[src/rtl/rst_seq_ctrl_pkg.sv]
// Shared types and default timing for the reset sequencer.
// Holds the FSM state encoding and a helper used by the parameter sanity check.
package rst_seq_pkg;

  typedef enum logic [2:0] {
    S_HOLD  = 3'd0,
    S_INIT  = 3'd1,
    S_STEP  = 3'd2,
    S_RUN   = 3'd3,
    S_SWRST = 3'd4
  } state_t;

  localparam int DEF_N_DOM      = 4;
  localparam int DEF_INIT_WAIT  = 16;
  localparam int DEF_STEP_GAP   = 8;
  localparam int DEF_SW_RST_CYC = 4;
  localparam int DEF_CW         = 8;

  function automatic int max3(input int a, input int b, input int c);
    int m;
    m = (a > b) ? a : b;
    return (m > c) ? m : c;
  endfunction

endpackage

[src/rtl/rst_seq_ctrl_sync.sv]
// Two-flop synchronizer for the active-low chip reset.
// Assertion is asynchronous; release reaches o_rstn_s on the second clk edge.
module rstn_sync (
  input  logic clk,
  input  logic rstn_in,
  output logic o_rstn_s
);

  logic r_meta;
  logic r_sync;

  always_ff @(posedge clk or negedge rstn_in) begin
    if (!rstn_in) begin
      r_meta <= 1'b0;
      r_sync <= 1'b0;
    end else begin
      r_meta <= 1'b1;
      r_sync <= r_meta;
    end
  end

  assign o_rstn_s = r_sync;

endmodule

[src/rtl/rst_seq_ctrl.sv]
// Reset sequencer: releases N_DOM domain resets in order after chip reset,
// then services per-domain software reset pulses.
module rst_seq_ctrl
  import rst_seq_pkg::*;
#(
  parameter int N_DOM      = DEF_N_DOM,
  parameter int INIT_WAIT  = DEF_INIT_WAIT,
  parameter int STEP_GAP   = DEF_STEP_GAP,
  parameter int SW_RST_CYC = DEF_SW_RST_CYC,
  parameter int CW         = DEF_CW
) (
  input  logic             clk,
  input  logic             rstn_in,
  input  logic [N_DOM-1:0] i_sw_rst_req,
  output logic [N_DOM-1:0] o_rstn_dom,
  output logic             o_seq_done,
  output logic             o_busy,
  output logic             o_sw_ack
);

  localparam int IW = (N_DOM > 1) ? $clog2(N_DOM) : 1;
  localparam logic [IW-1:0] LAST_IDX = IW'(N_DOM - 1);

  if ((N_DOM < 1) || (INIT_WAIT < 1) || (STEP_GAP < 1) || (SW_RST_CYC < 1)) begin : g_param_zero
    $error("rst_seq_ctrl: N_DOM and all timing parameters must be >= 1");
  end
  if (max3(INIT_WAIT, STEP_GAP, SW_RST_CYC) >= (1 << CW)) begin : g_param_cw
    $error("rst_seq_ctrl: CW too narrow for the timing parameters");
  end

  logic             w_rstn_s;
  state_t           r_state, w_state_nxt;
  logic [CW-1:0]    r_cnt, w_cnt_nxt;
  logic [IW-1:0]    r_idx, w_idx_nxt;
  logic [N_DOM-1:0] r_dom, w_dom_nxt;
  logic [N_DOM-1:0] r_mask, w_mask_nxt;
  logic             r_done, w_done_nxt;
  logic             r_ack, w_ack_nxt;
  logic             w_rel0;
  logic [N_DOM-1:0] w_idx_bit;

  rstn_sync u_rstn_sync (
    .clk      (clk),
    .rstn_in  (rstn_in),
    .o_rstn_s (w_rstn_s)
  );

  assign w_idx_bit = N_DOM'(1) << r_idx;

  always_ff @(posedge clk or negedge rstn_in) begin
    if (!rstn_in) begin
      r_state <= S_HOLD;
      r_cnt   <= '0;
      r_idx   <= '0;
      r_dom   <= '0;
      r_mask  <= '0;
      r_done  <= 1'b0;
      r_ack   <= 1'b0;
    end else begin
      r_state <= w_state_nxt;
      r_cnt   <= w_cnt_nxt;
      r_idx   <= w_idx_nxt;
      r_dom   <= w_dom_nxt;
      r_mask  <= w_mask_nxt;
      r_done  <= w_done_nxt;
      r_ack   <= w_ack_nxt;
    end
  end

  // The edge that leaves S_HOLD is already the first counted wait cycle,
  // so INIT_WAIT=1 releases domain 0 straight out of S_HOLD.
  always_comb begin
    w_state_nxt = r_state;
    w_cnt_nxt   = r_cnt;
    w_idx_nxt   = r_idx;
    w_dom_nxt   = r_dom;
    w_mask_nxt  = r_mask;
    w_done_nxt  = r_done;
    w_ack_nxt   = 1'b0;
    w_rel0      = 1'b0;

    case (r_state)
      S_HOLD: begin
        if (w_rstn_s) begin
          if (INIT_WAIT == 1) begin
            w_rel0 = 1'b1;
          end else begin
            w_state_nxt = S_INIT;
            w_cnt_nxt   = CW'(INIT_WAIT - 2);
          end
        end
      end
      S_INIT: begin
        if (r_cnt == '0) begin
          w_rel0 = 1'b1;
        end else begin
          w_cnt_nxt = r_cnt - 1'b1;
        end
      end
      S_STEP: begin
        if (r_cnt == '0) begin
          w_dom_nxt = r_dom | w_idx_bit;
          if (r_idx == LAST_IDX) begin
            w_state_nxt = S_RUN;
            w_done_nxt  = 1'b1;
          end else begin
            w_idx_nxt = r_idx + IW'(1);
            w_cnt_nxt = CW'(STEP_GAP - 1);
          end
        end else begin
          w_cnt_nxt = r_cnt - 1'b1;
        end
      end
      S_RUN: begin
        if (|i_sw_rst_req) begin
          w_mask_nxt  = i_sw_rst_req;
          w_dom_nxt   = r_dom & ~i_sw_rst_req;
          w_cnt_nxt   = CW'(SW_RST_CYC - 1);
          w_state_nxt = S_SWRST;
        end
      end
      S_SWRST: begin
        if (r_cnt == '0) begin
          w_dom_nxt   = r_dom | r_mask;
          w_mask_nxt  = '0;
          w_ack_nxt   = 1'b1;
          w_state_nxt = S_RUN;
        end else begin
          w_cnt_nxt = r_cnt - 1'b1;
        end
      end
      default: begin
        w_state_nxt = S_HOLD;
      end
    endcase

    if (w_rel0) begin
      w_dom_nxt[0] = 1'b1;
      w_idx_nxt    = IW'(1);
      if (N_DOM == 1) begin
        w_state_nxt = S_RUN;
        w_done_nxt  = 1'b1;
      end else begin
        w_state_nxt = S_STEP;
        w_cnt_nxt   = CW'(STEP_GAP - 1);
      end
    end
  end

  assign o_rstn_dom = r_dom;
  assign o_seq_done = r_done;
  assign o_busy     = (r_state != S_RUN);
  assign o_sw_ack   = r_ack;

endmodule

[config.mk]
export PLATFORM = sky130hd
export DESIGN_NAME = rst_seq_ctrl
export DESIGN_NICKNAME = d
export VERILOG_FILES = /design/src/rtl/rst_seq_ctrl_pkg.sv /design/src/rtl/rst_seq_ctrl_sync.sv /design/src/rtl/rst_seq_ctrl.sv
export SDC_FILE = /design/constraint.sdc
export NUM_CORES = 1
export LEC_CHECK = 0
export ABC_AREA = 1
export BUFFER_PORTS_ARGS = -buffer_cell sky130_fd_sc_hd__buf_2
export CORE_ASPECT_RATIO = 1.75
export CORE_MARGIN = 5
export CORE_UTILIZATION = 35
export DETAILED_ROUTE_END_ITERATION = 16
export GPL_TIMING_DRIVEN = 0
export RECOVER_POWER = 25
export SLEW_MARGIN = 30
export SYNTH_ARGS = -nofsm -noshare
export SYNTH_HDL_FRONTEND = slang
export SYNTH_HIERARCHICAL = 1
export SYNTH_SLANG_ARGS = --single-unit
[constraint.sdc]
create_clock -name clk -period 1.4 [get_ports clk]
set_clock_uncertainty 0.1 [all_clocks]
set_input_delay 0.21 -clock clk [delete_from_list [all_inputs] [get_ports clk]]
set_output_delay 0.21 -clock clk [all_outputs]
set_load 0.01 [all_outputs]
== Word level (Yosys, flattened, before mapping) ==
Cells that the tools add are included.
Word-level totals
  output and inout bits: 7
  flip-flop bits (word level): 25
  logic and storage cells: 81
  bits of input ports: 6
Operators by class
  reduce and logical (&&, ||, !) cells: 17
  bitwise gates (word level): 4
  shifts and indexed selects: 1
  mux-type cells: 29
  add/subtract/negate cells: 2
  eq/ne operators: 18
Operator list (number)
  two-way mux 8 bit: 6
  one-hot mux 8 bit (4 select lines): 1
  two-way mux 4 bit: 5
  two-way mux 3 bit: 6
  != test 3 bit, second input constant: 5
  one-hot mux 3 bit (5 select lines): 1
  one-hot mux 4 bit (3 select lines): 1
  != test 2 bit, second input constant: 5
  AND reduction 3 bit: 3
  logical NOT 8 bit: 1
  two-way mux 2 bit: 4
  OR 4 bit: 2
  one-hot mux 4 bit (2 select lines): 1
  AND reduction 4 bit: 2
  subtractor 8 x 1 -> 8 bit, second input constant: 1
  == test 3 x 2 -> 1 bit, second input constant: 2
  != test 3 x 2 -> 1 bit, second input constant: 2
  AND reduction 6 bit: 1
  nonzero test 2 bit: 3
  AND reduction 5 bit: 1
  nonzero test 5 bit: 1
  bitwise AND 4 bit: 1
  two-way mux 1 bit: 4
  != test 4 bit, second input constant: 1
  other kinds (11): 11

== Depth between registers and ports, before layout ==
  word-level depth: 5
  gate-level depth with buffers: 10
  mapped depth without buffers: 10

== Cells and area by module ==
Netlist, hierarchy kept.
By module, submodules not included
  rst_seq_ctrl: times used 1, sequential area each 575.6 um^2, cells each 209, area each 1536.5 um^2
  rstn_sync: times used 1, sequential area each 50.0 um^2, cells each 3, area each 53.8 um^2

== Least setup slack after synthesis ==
Ideal clock, no wire load.
  path kind: reg2reg
  start: register r_cnt[0]
  end: register r_cnt[0]
  cell stages (with the launch flop): 10
  buffers on the path: 0
  period minus slack after synthesis: 1591 ps
  setup slack: -191 ps
  setup time: 117 ps
  required time: 1183 ps
  arrival time: 1374 ps
  path through: dfrtp_1 > inv_1 > ha_1 > nand2_2 > nor2_8 > nand2_2 > nor2_4 > nor2_4 > nand2_1 > nand2_1
On the way
  longest elaborated chain between the ends: 5
  elaborated cells between the ends (all ways): 14
  those cells by class: add/sub (1); eq/ne (4); mux (6); reduce/logical (3)
RTL lines
  start, declared: line rst_seq_ctrl.sv:33  | logic [CW-1:0] r_cnt, w_cnt_nxt;
  start signal, assigned: line rst_seq_ctrl.sv:61  | r_cnt <= w_cnt_nxt;
  parallel branches: the longest is 5 deep, another holds subtractor 8 x 1 -> 8 bit
Parallel ways; which one is timed is not known. The select of a mux whose other input is x is not followed.
A chain may end at the register's enable or synchronous reset.

== Final worst setup path ==
  start: register r_state[1]
  end: register r_cnt[2]
On the way
  longest elaborated chain between the ends: 4
  elaborated cells between the ends (all ways): 15
  those cells by class: eq/ne (8); mux (3); reduce/logical (4)
RTL lines
  start, declared: line rst_seq_ctrl.sv:32  | state_t r_state, w_state_nxt;
  start signal, assigned: line rst_seq_ctrl.sv:60  | r_state <= w_state_nxt;
  == test 3 x 1 -> 1 bit / == test 3 bit (equally long branches): line rst_seq_ctrl.sv:82  | case (r_state)
  two-way mux 1 bit / OR reduction 2 bit (equally long branches)
  != test 4 bit (no line) (tied with other cells)
  AND reduction 5 bit (no line) / two-way mux 8 bit (equally long branches)
Several ways; a longest one is shown, not always the timed one.

==> reports/metrics.yaml <==
portBuffers: 12
nets: 257
fp.dieH_um: 99.17
use_met3_pct: 1.558
dp.cells: 275
clock-sinks: 25
cpPeakStageDelay_ps: 480
fill_cells: 462
dieArea_um2: 6045
ir_drop_uv: 396.9
cts-root-buf: "clkbuf_8"
post-dp-hpwl_mm: 2.817
hold_viol: 0
setup_violations: 18
worst_pin_slew_ps: 657.1
firstDrtPassIters: 4
synth-adder-area-share_pct: 3.934
globalplace.congestion: 0.8164
yosys.area.top_type: "dfrtp_1"
grt_pass1_wl_mm: 6.237
rrSetupSlack_ps: -160
reg2regPathDepth: 9
wl_mm: 3.785
layout_common_cells: "nand2_1, dfrtp_1, inv_1, buf_4, nand3_1"
htreeDepth: 1
intPower_uw: 936.8
syn_area_per_cell_um2: 7.501
pwr_density_cell_nw_per_um2: 592.5
yosys_register_bits: 25
io_pins: 13
finalWorstSetupSlack_ps: -161.7
tns_ps: -1903
synth_area_leaders: "dfrtp_1, nand2_1, inv_1, nor2_1, ha_1"
final_common_cell: "nand2_1"
status: "complete, but fails checks"
netlist-cell-type-count: 26
synth_top_family_by_area: "simple AND/OR/NAND/NOR gates"
combPwrFrac_pct: 2.8
hp-class: "in2reg"
drtIter0Drc: 19
area_delta_synth_final_pct: 27.14
syn_nets: 223
cp_data_required_time_ps: 1510
use_met2_pct: 24.90
row_count: 32
cts_buffers: 3
cp-start-kind: "flip-flop"
critPathTopFamily: "simple AND/OR/NAND/NOR gates"
r2r-end: "r_cnt[2]$_DFFE_PN0P_"
startpoint: "r_state[1]$_DFFE_PN0P_"
power.static_leakage_nw: 1.095
fin_cells: 296
crit_path_end_kind: "flip-flop"
rsz0062_at_grt: "yes"
power_mw: 1.198
ys_seq_area_share_pct: 39.34
slew_headroom_pct: 56.19
drv_slew: 0
route.detailed.drc: 0
initial_utilization_pct: 36.11
multi_input_area_um2: 963.4
clk_pin_slew_ps: 90
crit_end: "r_cnt[2]$_DFFE_PN0P_"
viasPerCell: 4.845
switching_share_pct: 21.81
post-route-period-util_pct: 111.5
cp.depth: 9
first_global_vias: 1405
die_w_um: 60.96
arrival_ps: 1670
net-switching-power_uw: 261.2
core_um2: 4404
ff_latch_area_um2: 628.1
crit_type: "reg2reg"
path_buf_inv: 2
grtUsageTotal_pct: 13.77
violations: "negative setup slack"
syn_area_um2: 1590
clkPwrFrac_pct: 36.7
yosys.area_share.simple_pct: 39.73
synth_compound_area_share_pct: 7.474
final_util_pct: 45.91
antenna_cells: 0
wl_per_cell_um: 12.79
fmax_mhz: 640.3
grt_max_degree: 26
vias: 1434
grt_util_met1_pct: 14.27
drive_gt1_share_pct: 34.69
drtAntennaViolNets: 0
synth_top_area_share_pct: 39.34
cts_buffer_depth: 2
cap_violations: 0
yosys_warnings: 6
finalCriticalPeriod_ps: 1562
cp_cell_sequence: "inv_2 -> nand2_4 -> nand2_1 -> nand2_1 -> clkinv_1 -> nand3_2 -> nor2_4 -> nand2_1 -> nand2_1"
cp_max_fo: 7
busiest_layer: "met2"
seq_power_share_pct: 60.5
cts_tree: "yes"
slowest_stage: "dfrtp_2"
antenna_found_initial: 0
crit_top_cell: "nand2_1"
synth-xor-area-share_pct: 2.203
syn_inst: 212
crit-reg2reg-launch: "r_state[1]$_DFFE_PN0P_"
synthMuxAreaShare_pct: 0
clock_latency_ps: 270
overflow: 0
## power groups by stage
stage	Combinational (mW)	Sequential (mW)	Clock (mW)
4_1_cts	0.0352	0.725	0.459
3_3_place_gp	0.0309	0.739	0
2_1_floorplan	0.00649	0.739	0
3_5_place_dp	0.0316	0.740	0
6_report	0.0340	0.725	0.439
5_1_grt	0.0384	0.725	0.480
## worst min-delay path by stage
stage,startpoint,depth (start not counted),end,slack [ps]
2_1_floorplan,rstn_in,0,o_rstn_dom[0]$_DFFE_PN0P_,-190
3_3_place_gp,rstn_in,1,o_sw_ack$_DFF_PN0_,140
3_5_place_dp,rstn_in,1,o_sw_ack$_DFF_PN0_,150
4_1_cts,i_sw_rst_req[0],3,r_mask[0]$_DFFE_PN0P_,110
5_1_grt,i_sw_rst_req[0],3,r_mask[0]$_DFFE_PN0P_,130
6_report,i_sw_rst_req[0],3,r_mask[0]$_DFFE_PN0P_,120
## layout make-up
type | instances | area share (%)
clock buffer | 4 | 2.228
inverter | 30 | 5.817
multi-input combinational | 157 | 47.65
sequential | 25 | 31.06
tap | 51 | 3.156
timing repair buffer | 29 | 10.09
## routing by layer
| layer | part of all wire [%] | wire length [um] | up-vias |
|---|---|---|---|
| li1 | - | - | 730 |
| met4 | 4.3 | 161 | 0 |
| met2 | 55 | 2087 | 25 |
| met5 | 0 | 0 | - |
| met1 | 38 | 1451 | 668 |
| met3 | 2.2 | 85 | 11 |
## stage by stage
step	setup slack [ps]	hold WS (ps)	area, um2
final	-161.7	116.2	2022
after global routing	-242.3	125.7	2022
after CTS	-168.2	108.9	1924
after detailed placement	-203.0	153.4	1744
after global placement	-197.4	143.2	1744
after floorplan	-18.77	-185.6	1620
## kinds of logic (layout without fill, tap and decap cells)
family | after synthesis | after routing
and+or+nand+nor | 127 | 127
buffers and inverters | 30 | 63
DFF | 25 | 25
AOI/OAI and AO/OA | 20 | 20
adders and majority gates | 5 | 5
xor gates and xnor gates | 4 | 4
other | 1 | 1
## registers in the layout (all words and copies together) (netlist names)
name / count
r_cnt: 8
o_rstn_dom: 4
r_mask: 4
r_state: 3
r_idx: 2
o_seq_done: 1
o_sw_ack: 1
u_rstn_sync/o_rstn_s: 1
u_rstn_sync/r_meta: 1
## synthesized netlist by cell type (all sizes together)
cell    count
nand2      77
inv        29
nor2       26
dfrtp      25
nand3      18
o21ai      12
ha          5
xor2        4
a21oi       3
nand4       3
o22ai       3
or2         2
a31oi       1
and3        1
clkinv      1
conb        1
o21bai      1
## repair_timing
action,CTS,global route
gates resized for setup,18,14
setup endpoints to repair,21,22
setup buffers,10,6
pin swaps,7,15
hold buffers,1,0
endpoints found under the hold margin,25,0
## worst min-delay path, cell delays in order
cell and delay, ps:
buf_2 100, inv_1 60, o22ai_1 80
(Power assumes the default switching activity.)
